File: src/rtl/ps2_key_ctrl.sv
// ps2_key_ctrl: turns the PS/2 Set-2 byte stream into navigation commands
// and keeps a one-hot 2x2 quadrant selection.
// Handles E0/F0 prefixes, drops stale prefixes after TIMEOUT_CYCLES idle
// clocks, and tracks the held key so typematic repeats can be recognised.
// Optional build macro PS2_KEY_CTRL_REPEAT_EN: when defined, a repeated make
// of the held key re-issues its command. When undefined, repeats are silent.
`timescale 1ns/1ps

module ps2_key_ctrl #(
  parameter int TIMEOUT_CYCLES = 50_000
) (
  input  logic       clk,
  input  logic       rst,
  input  logic       rx_valid,
  input  logic [7:0] rx_byte,
  output logic       cmd_valid,
  output logic [2:0] cmd_code,
  output logic [3:0] quadrant,
  output logic       key_held
);

  localparam int CNT_W = (TIMEOUT_CYCLES > 2) ? $clog2(TIMEOUT_CYCLES) : 1;
  localparam logic [CNT_W-1:0] CNT_LAST = CNT_W'(TIMEOUT_CYCLES - 1);

  localparam logic [2:0] CMD_NONE  = 3'd0;
  localparam logic [2:0] CMD_LEFT  = 3'd1;
  localparam logic [2:0] CMD_RIGHT = 3'd2;
  localparam logic [2:0] CMD_UP    = 3'd3;
  localparam logic [2:0] CMD_DOWN  = 3'd4;
  localparam logic [2:0] CMD_ENTER = 3'd5;
  localparam logic [2:0] CMD_ESC   = 3'd6;

  localparam logic [7:0] BYTE_EXT   = 8'hE0;
  localparam logic [7:0] BYTE_BREAK = 8'hF0;

  typedef enum logic [1:0] {
    S_IDLE,
    S_EXT,
    S_BREAK,
    S_EXT_BREAK
  } state_t;

  state_t           state_q;
  state_t           state_d;
  logic [CNT_W-1:0] tmo_cnt_q;
  logic             tmo_hit;

  // Decode results for the byte strobed this cycle.
  logic             mk_fire_p0;
  logic             brk_fire_p0;
  logic             ext_p0;
  logic             is_rep_p0;
  logic             brk_match_p0;
  logic [2:0]       map_p0;
  logic             emit_p0;

  logic             held_ext_q;
  logic [7:0]       held_code_q;

  // Receiver housekeeping bytes (ACK, BAT, echo, resend, errors).
  function automatic logic is_ignored(input logic [7:0] b);
    logic r;
    case (b)
      8'hFA, 8'hAA, 8'hEE, 8'hFE, 8'h00, 8'hFF: r = 1'b1;
      default:                                  r = 1'b0;
    endcase
    return r;
  endfunction

  // Keypad and E0 arrow variants share the same scancode byte, so the
  // extended flag plays no part in the mapping.
  function automatic logic [2:0] map_code(input logic [7:0] b);
    logic [2:0] c;
    case (b)
      8'h6B:   c = CMD_LEFT;
      8'h74:   c = CMD_RIGHT;
      8'h75:   c = CMD_UP;
      8'h72:   c = CMD_DOWN;
      8'h5A:   c = CMD_ENTER;
      8'h76:   c = CMD_ESC;
      default: c = CMD_NONE;
    endcase
    return c;
  endfunction

  // A corrupted selection collapses to TL so the output stays one-hot.
  function automatic logic [1:0] quad_to_idx(input logic [3:0] q);
    logic [1:0] idx;
    case (q)
      4'b0010: idx = 2'd1;
      4'b0100: idx = 2'd2;
      4'b1000: idx = 2'd3;
      default: idx = 2'd0;
    endcase
    return idx;
  endfunction

  // Saturating move: idx[0] is the column, idx[1] the row; edges do not wrap.
  function automatic logic [3:0] move_quad(input logic [3:0] q, input logic [2:0] c);
    logic [1:0] idx;
    idx = quad_to_idx(q);
    case (c)
      CMD_LEFT:  idx[0] = 1'b0;
      CMD_RIGHT: idx[0] = 1'b1;
      CMD_UP:    idx[1] = 1'b0;
      CMD_DOWN:  idx[1] = 1'b1;
      CMD_ESC:   idx    = 2'd0;
      default:   idx    = idx;
    endcase
    return 4'b0001 << idx;
  endfunction

  // A prefix expires only on a cycle with no incoming byte.
  assign tmo_hit = (state_q != S_IDLE) && !rx_valid && (tmo_cnt_q == CNT_LAST);

  // Next-state and per-byte decode.
  always_comb begin
    state_d     = state_q;
    mk_fire_p0  = 1'b0;
    brk_fire_p0 = 1'b0;
    ext_p0      = 1'b0;
    if (rx_valid) begin
      case (state_q)
        S_IDLE: begin
          if (rx_byte == BYTE_EXT) begin
            state_d = S_EXT;
          end else if (rx_byte == BYTE_BREAK) begin
            state_d = S_BREAK;
          end else if (!is_ignored(rx_byte)) begin
            mk_fire_p0 = 1'b1;
          end
        end
        S_EXT: begin
          if (rx_byte == BYTE_BREAK) begin
            state_d = S_EXT_BREAK;
          end else if (rx_byte == BYTE_EXT) begin
            state_d = S_EXT;
          end else begin
            mk_fire_p0 = 1'b1;
            ext_p0     = 1'b1;
            state_d    = S_IDLE;
          end
        end
        S_BREAK: begin
          brk_fire_p0 = 1'b1;
          state_d     = S_IDLE;
        end
        S_EXT_BREAK: begin
          brk_fire_p0 = 1'b1;
          ext_p0      = 1'b1;
          state_d     = S_IDLE;
        end
        default: state_d = S_IDLE;
      endcase
    end else if (tmo_hit) begin
      state_d = S_IDLE;
    end
  end

  assign map_p0       = map_code(rx_byte);
  assign is_rep_p0    = key_held && ({ext_p0, rx_byte} == {held_ext_q, held_code_q});
  assign brk_match_p0 = ({ext_p0, rx_byte} == {held_ext_q, held_code_q});

`ifdef PS2_KEY_CTRL_REPEAT_EN
  assign emit_p0 = mk_fire_p0 && (map_p0 != CMD_NONE);
`else
  assign emit_p0 = mk_fire_p0 && (map_p0 != CMD_NONE) && !is_rep_p0;
`endif

  // FSM state register.
  always_ff @(posedge clk or posedge rst) begin
    if (rst) state_q <= S_IDLE;
    else     state_q <= state_d;
  end

  // Prefix age counter: restarts on every byte, runs only while a prefix waits.
  always_ff @(posedge clk or posedge rst) begin
    if (rst) begin
      tmo_cnt_q <= '0;
    end else if (rx_valid || (state_q == S_IDLE) || tmo_hit) begin
      tmo_cnt_q <= '0;
    end else begin
      tmo_cnt_q <= tmo_cnt_q + 1'b1;
    end
  end

  // Held-key tracking; a repeat of the held key never changes it.
  always_ff @(posedge clk or posedge rst) begin
    if (rst) begin
      held_ext_q  <= 1'b0;
      held_code_q <= 8'h00;
      key_held    <= 1'b0;
    end else if (mk_fire_p0 && !is_rep_p0) begin
      held_ext_q  <= ext_p0;
      held_code_q <= rx_byte;
      key_held    <= 1'b1;
    end else if (brk_fire_p0 && brk_match_p0) begin
      key_held    <= 1'b0;
    end
  end

  // ---- stage boundary: decoded byte -> registered command and quadrant ----
  // Command strobe and quadrant move land on the same clock edge.
  always_ff @(posedge clk or posedge rst) begin
    if (rst) begin
      cmd_valid <= 1'b0;
      cmd_code  <= CMD_NONE;
      quadrant  <= 4'b0001;
    end else begin
      cmd_valid <= emit_p0;
      cmd_code  <= emit_p0 ? map_p0 : CMD_NONE;
      if (emit_p0) quadrant <= move_quad(quadrant, map_p0);
    end
  end

endmodule
File: config.mk
export PLATFORM = sky130hd
export DESIGN_NAME = ps2_key_ctrl
export DESIGN_NICKNAME = d
export VERILOG_FILES = /design/src/rtl/ps2_key_ctrl.sv
export SDC_FILE = /design/constraint.sdc
export NUM_CORES = 1
export LEC_CHECK = 0
export CAP_MARGIN = 20
export CORE_ASPECT_RATIO = 1.2
export CORE_MARGIN = 5
export CORE_UTILIZATION = 51
export DETAILED_ROUTE_END_ITERATION = 8
export HOLD_SLACK_MARGIN = 0.12
export PLACE_DENSITY_LB_ADDON = 0.12
export SETUP_SLACK_MARGIN = 0.3
export SYNTH_ARGS = -nofsm -noshare
export SYNTH_HDL_FRONTEND = slang
export SYNTH_SLANG_ARGS = --single-unit
File: constraint.sdc
create_clock -name clk -period 1.7 [get_ports clk]
set_clock_uncertainty 0.1 [all_clocks]
set_input_delay 0.34 -clock clk [delete_from_list [all_inputs] [get_ports clk]]
set_output_delay 0.34 -clock clk [all_outputs]
set_load 0.01 [all_outputs]
==> run summary <==
outcome = finished with violations
failing checks = negative setup slack
number of remaining DRC errors = 0
largest family of logic cells by synthesized area = simple AND/OR/NAND/NOR gates
number of different library cells in the post-synthesis netlist = 56
total power divided by cell area = 605 nW/um^2
CTS tree = done
fin crit share = 115%
Final HPWL DP = 3500 um
routed length per placed instance = 16.0 um
Core Region = 3910 um^2
required time at the endpoint of the critical path = 1780 ps
total power draw = 1.86 mW
post-route worst setup slack = -262 ps
largest net degree at the start of global routing = 25
slack of the worst reg-to-reg path = -260 ps
top-level I/O count = 20
post-synthesis share of cell area spent on xor and xnor gates = 10.4%
Yosys reg bits = 36
final slew viol count = 0
clock insertion delay at the later pin of the skew report = 290 ps
arrival time reported for the critical path endpoint = 2040 ps
Setup crit start kind = flip-flop
RD Place Congestion = 0.902
capture point of the worst reg-to-reg path = quadrant[1]
Via-to-Cell Ratio = 5.35
RSZ-0062 raised after global routing = yes
WL final = 5360 um
Vias = 1799
antenna cells = 0
relative slew slack = 72.1%
cell area after synthesis = 2030 um^2
Synth Flop Type = sky130_fd_sc_hd__dfrtp_1
number of flops mapped to enable cells by yosys = 0
via count of the first global-routing pass = 1977
number of core rows = 25
Worst R2R Path Depth = 7
area share of and/or/nand/nor cells after synthesis = 21.5%
timing-limited maximum frequency = 0.510 GHz
y dimension of the die = 79.1 um
Worst Setup Path Type = reg2reg
first-pass GRT wire length = 9070 um
Syn. warnings = 0
pin slew with the least headroom to its limit = 416 ps
synth-to-layout area growth = 51.3%
final count of hold timing violations = 0
clock root buffer = sky130_fd_sc_hd__clkbuf_8
Worst Hold Slack = 233 ps
proportion of layout cells with a drive suffix above 1 = 49.6%
overall die area = 5350 um^2
clock tree sinks = 36
share of the yosys chip area belonging to registers = 44.5%
Mean Syn Cell Area = 10.5 um^2
number of buffers between clock root and the deepest sink = 2
setup_tns = -3820 ps
post-synthesis adder-cell area fraction = 0.617%
level count of the clock H-tree = 2
type of destination of the critical path = flip-flop
fin crit period = 1960 ps
Critical Path Fanout Max = 5
DR pass1 iterations = 4
Initial Util = 51.9%
GRT overflow = 0
number of nets produced by synthesis = 206
final cell area excluding filler cells = 3070 um^2
count of buffers from port buffering = 19
worst hold path type = in2async
initial DRC count = 93
fin cells = 336
Horiz. Die Dim = 67.6 um
remaining number of nets flagged by the antenna check after routing = 0
Static Leakage = 1.40 nW
fraction of synthesis flops using an asynchronous set or reset pin = 100%
global-route total usage across every layer = 22.3%
number of buffers inserted during clock tree synthesis = 5
clock-pin slew on the worst setup and hold paths = 70 ps
maximum resistive drop on vdd = 0.439 mV
number of endpoints failing setup at the final stage = 18
synthesized-area fraction occupied by ao, oa, aoi and oai cells = 9.86%
number of cells produced by synthesis = 194
DP Cell Count = 303
final net count = 293
R2R Path Start = state_q[0]
number of antenna violations at the first check in global routing = 0
number of max-capacitance violations reported = 0
mux contribution to synthesized area = 9.19%
Placed Instance Area = 2640 um^2
## what timing repair did
| item | 4_1_cts | 5_1_grt |
|---|---|---|
| setup buffers | 21 | 3 |
| pin swaps | 22 | 7 |
| gates cloned | 1 | 0 |
| hold buffers | 0 | 0 |
| endpoints found under the setup margin | 45 | 43 |
| resized for setup | 92 | 14 |
## per-stage QoR
stage / setup slack (ps) / util [%]
floorplan: -264 / -
global placement: -933 / 67.6
detailed placement: -967 / 67.6
CTS: -254 / 77.1
global route: -346 / 78.5
finish: -262 / 78.5
## placed cells by master (no fill, tap or decap), types with 2 or more instances in the layout
cell type	count
sky130_fd_sc_hd__buf_4	50
sky130_fd_sc_hd__dfrtp_1	33
sky130_fd_sc_hd__nor2_1	22
sky130_fd_sc_hd__buf_6	22
sky130_fd_sc_hd__mux2_4	13
sky130_fd_sc_hd__xnor2_1	12
sky130_fd_sc_hd__nand2_1	10
sky130_fd_sc_hd__xor2_1	9
sky130_fd_sc_hd__nand3_1	8
sky130_fd_sc_hd__nand4_1	7
sky130_fd_sc_hd__inv_1	6
sky130_fd_sc_hd__buf_2	6
sky130_fd_sc_hd__clkbuf_8	5
sky130_fd_sc_hd__nor3_1	4
sky130_fd_sc_hd__and3_4	3
sky130_fd_sc_hd__a21oi_1	3
sky130_fd_sc_hd__dlygate4sd2_1	3
sky130_fd_sc_hd__xnor2_2	2
sky130_fd_sc_hd__nor3_2	2
sky130_fd_sc_hd__or3_4	2
sky130_fd_sc_hd__nor3b_1	2
sky130_fd_sc_hd__nand2_4	2
sky130_fd_sc_hd__o21ai_4	2
sky130_fd_sc_hd__o21ai_0	2
sky130_fd_sc_hd__or3_1	2
sky130_fd_sc_hd__nor2_2	2
sky130_fd_sc_hd__a21oi_2	2
sky130_fd_sc_hd__clkinv_2	2
sky130_fd_sc_hd__clkdlybuf4s15_1	2
sky130_fd_sc_hd__dfrtp_2	2
## report_power, final
group          switching, mW  leakage (nW)  internal [mW]  total [mW]
clock                  0.315        0.0479          0.285       0.600
sequential            0.0237         0.473          0.890       0.914
combinational          0.144         0.875          0.199       0.343
## kinds of logic (layout without fill, tap and decap cells)
group	Yosys count	count (layout)
xor gates and xnor gates	24	24
AOI/OAI and AO/OA	24	25
muxes	14	14
adders and majority gates	1	1
DFF	36	36
and+or+nand+nor	81	81
buffers and inverters	14	101
## routing by layer
metal | part of all wire [%] | global-route usage [%] | up-vias | wire length [um]
met5 | 0 | 0 | - | 0
met4 | 1.4 | 7.51 | 0 | 73
met3 | 3.1 | 4.81 | 9 | 164
met2 | 57 | 41.9 | 32 | 3030
met1 | 39 | 23.9 | 893 | 2090
li1 | - | - | 865 | -
## worst max-delay path, cell delays in order, from the launching register on
cell and delay, ps:
sky130_fd_sc_hd__dfrtp_2 440, sky130_fd_sc_hd__or4_1 400, sky130_fd_sc_hd__nor2_1 100, sky130_fd_sc_hd__o22a_2 180, sky130_fd_sc_hd__a211oi_4 50, sky130_fd_sc_hd__buf_6 160, sky130_fd_sc_hd__nand2_4 110, sky130_fd_sc_hd__mux2_4 300
## cell usage after synthesis (all sizes together), types with 2 or more instances
library cell	number	area, um^2
or3	4	30.0
inv	6	22.5
mux2	13	176
nor4	2	18.8
dfrtp	35	876
nor3	6	30.0
xor2	10	87.6
nand3	8	40.0
nor2	24	90.1
nor3b	2	15.0
a21oi	5	25.0
nand2b	2	12.5
nand4	7	43.8
and3	5	37.5
nand2	12	47.6
xnor2	14	123
o21ai	3	15.0
buf	7	55.1
## registers in the layout, summed over array words and instances (netlist names)
name,count
tmo_cnt_q,16
held_ext_q,1
quadrant,4
held_code_q,8
cmd_valid,1
state_q,2
cmd_code,3
key_held,1
## how the worst max path moves through the flow
stage / from / endpoint / slack [ps] / depth (start not counted)
5_1_grt: state_q[0] / quadrant[1] / -350 / 7
6_report: state_q[0] / quadrant[1] / -260 / 7
3_3_place_gp: rx_byte[3] / held_code_q[5] / -930 / 7
2_1_floorplan: rx_byte[7] / held_code_q[0] / -260 / 7
4_1_cts: state_q[0] / quadrant[2] / -250 / 7
3_5_place_dp: rx_byte[3] / quadrant[2] / -970 / 7
## area by class of cell
cell class                 count  area (um^2)
multi-input combinational    145         1240
clock buffer                   5         68.8
inverter                       6         22.5
sequential                    36          905
fill                         244          840
clock inverter                 3         18.8
timing repair buffer          87          746
tap                           54         67.6
(Power assumes the default switching activity.)
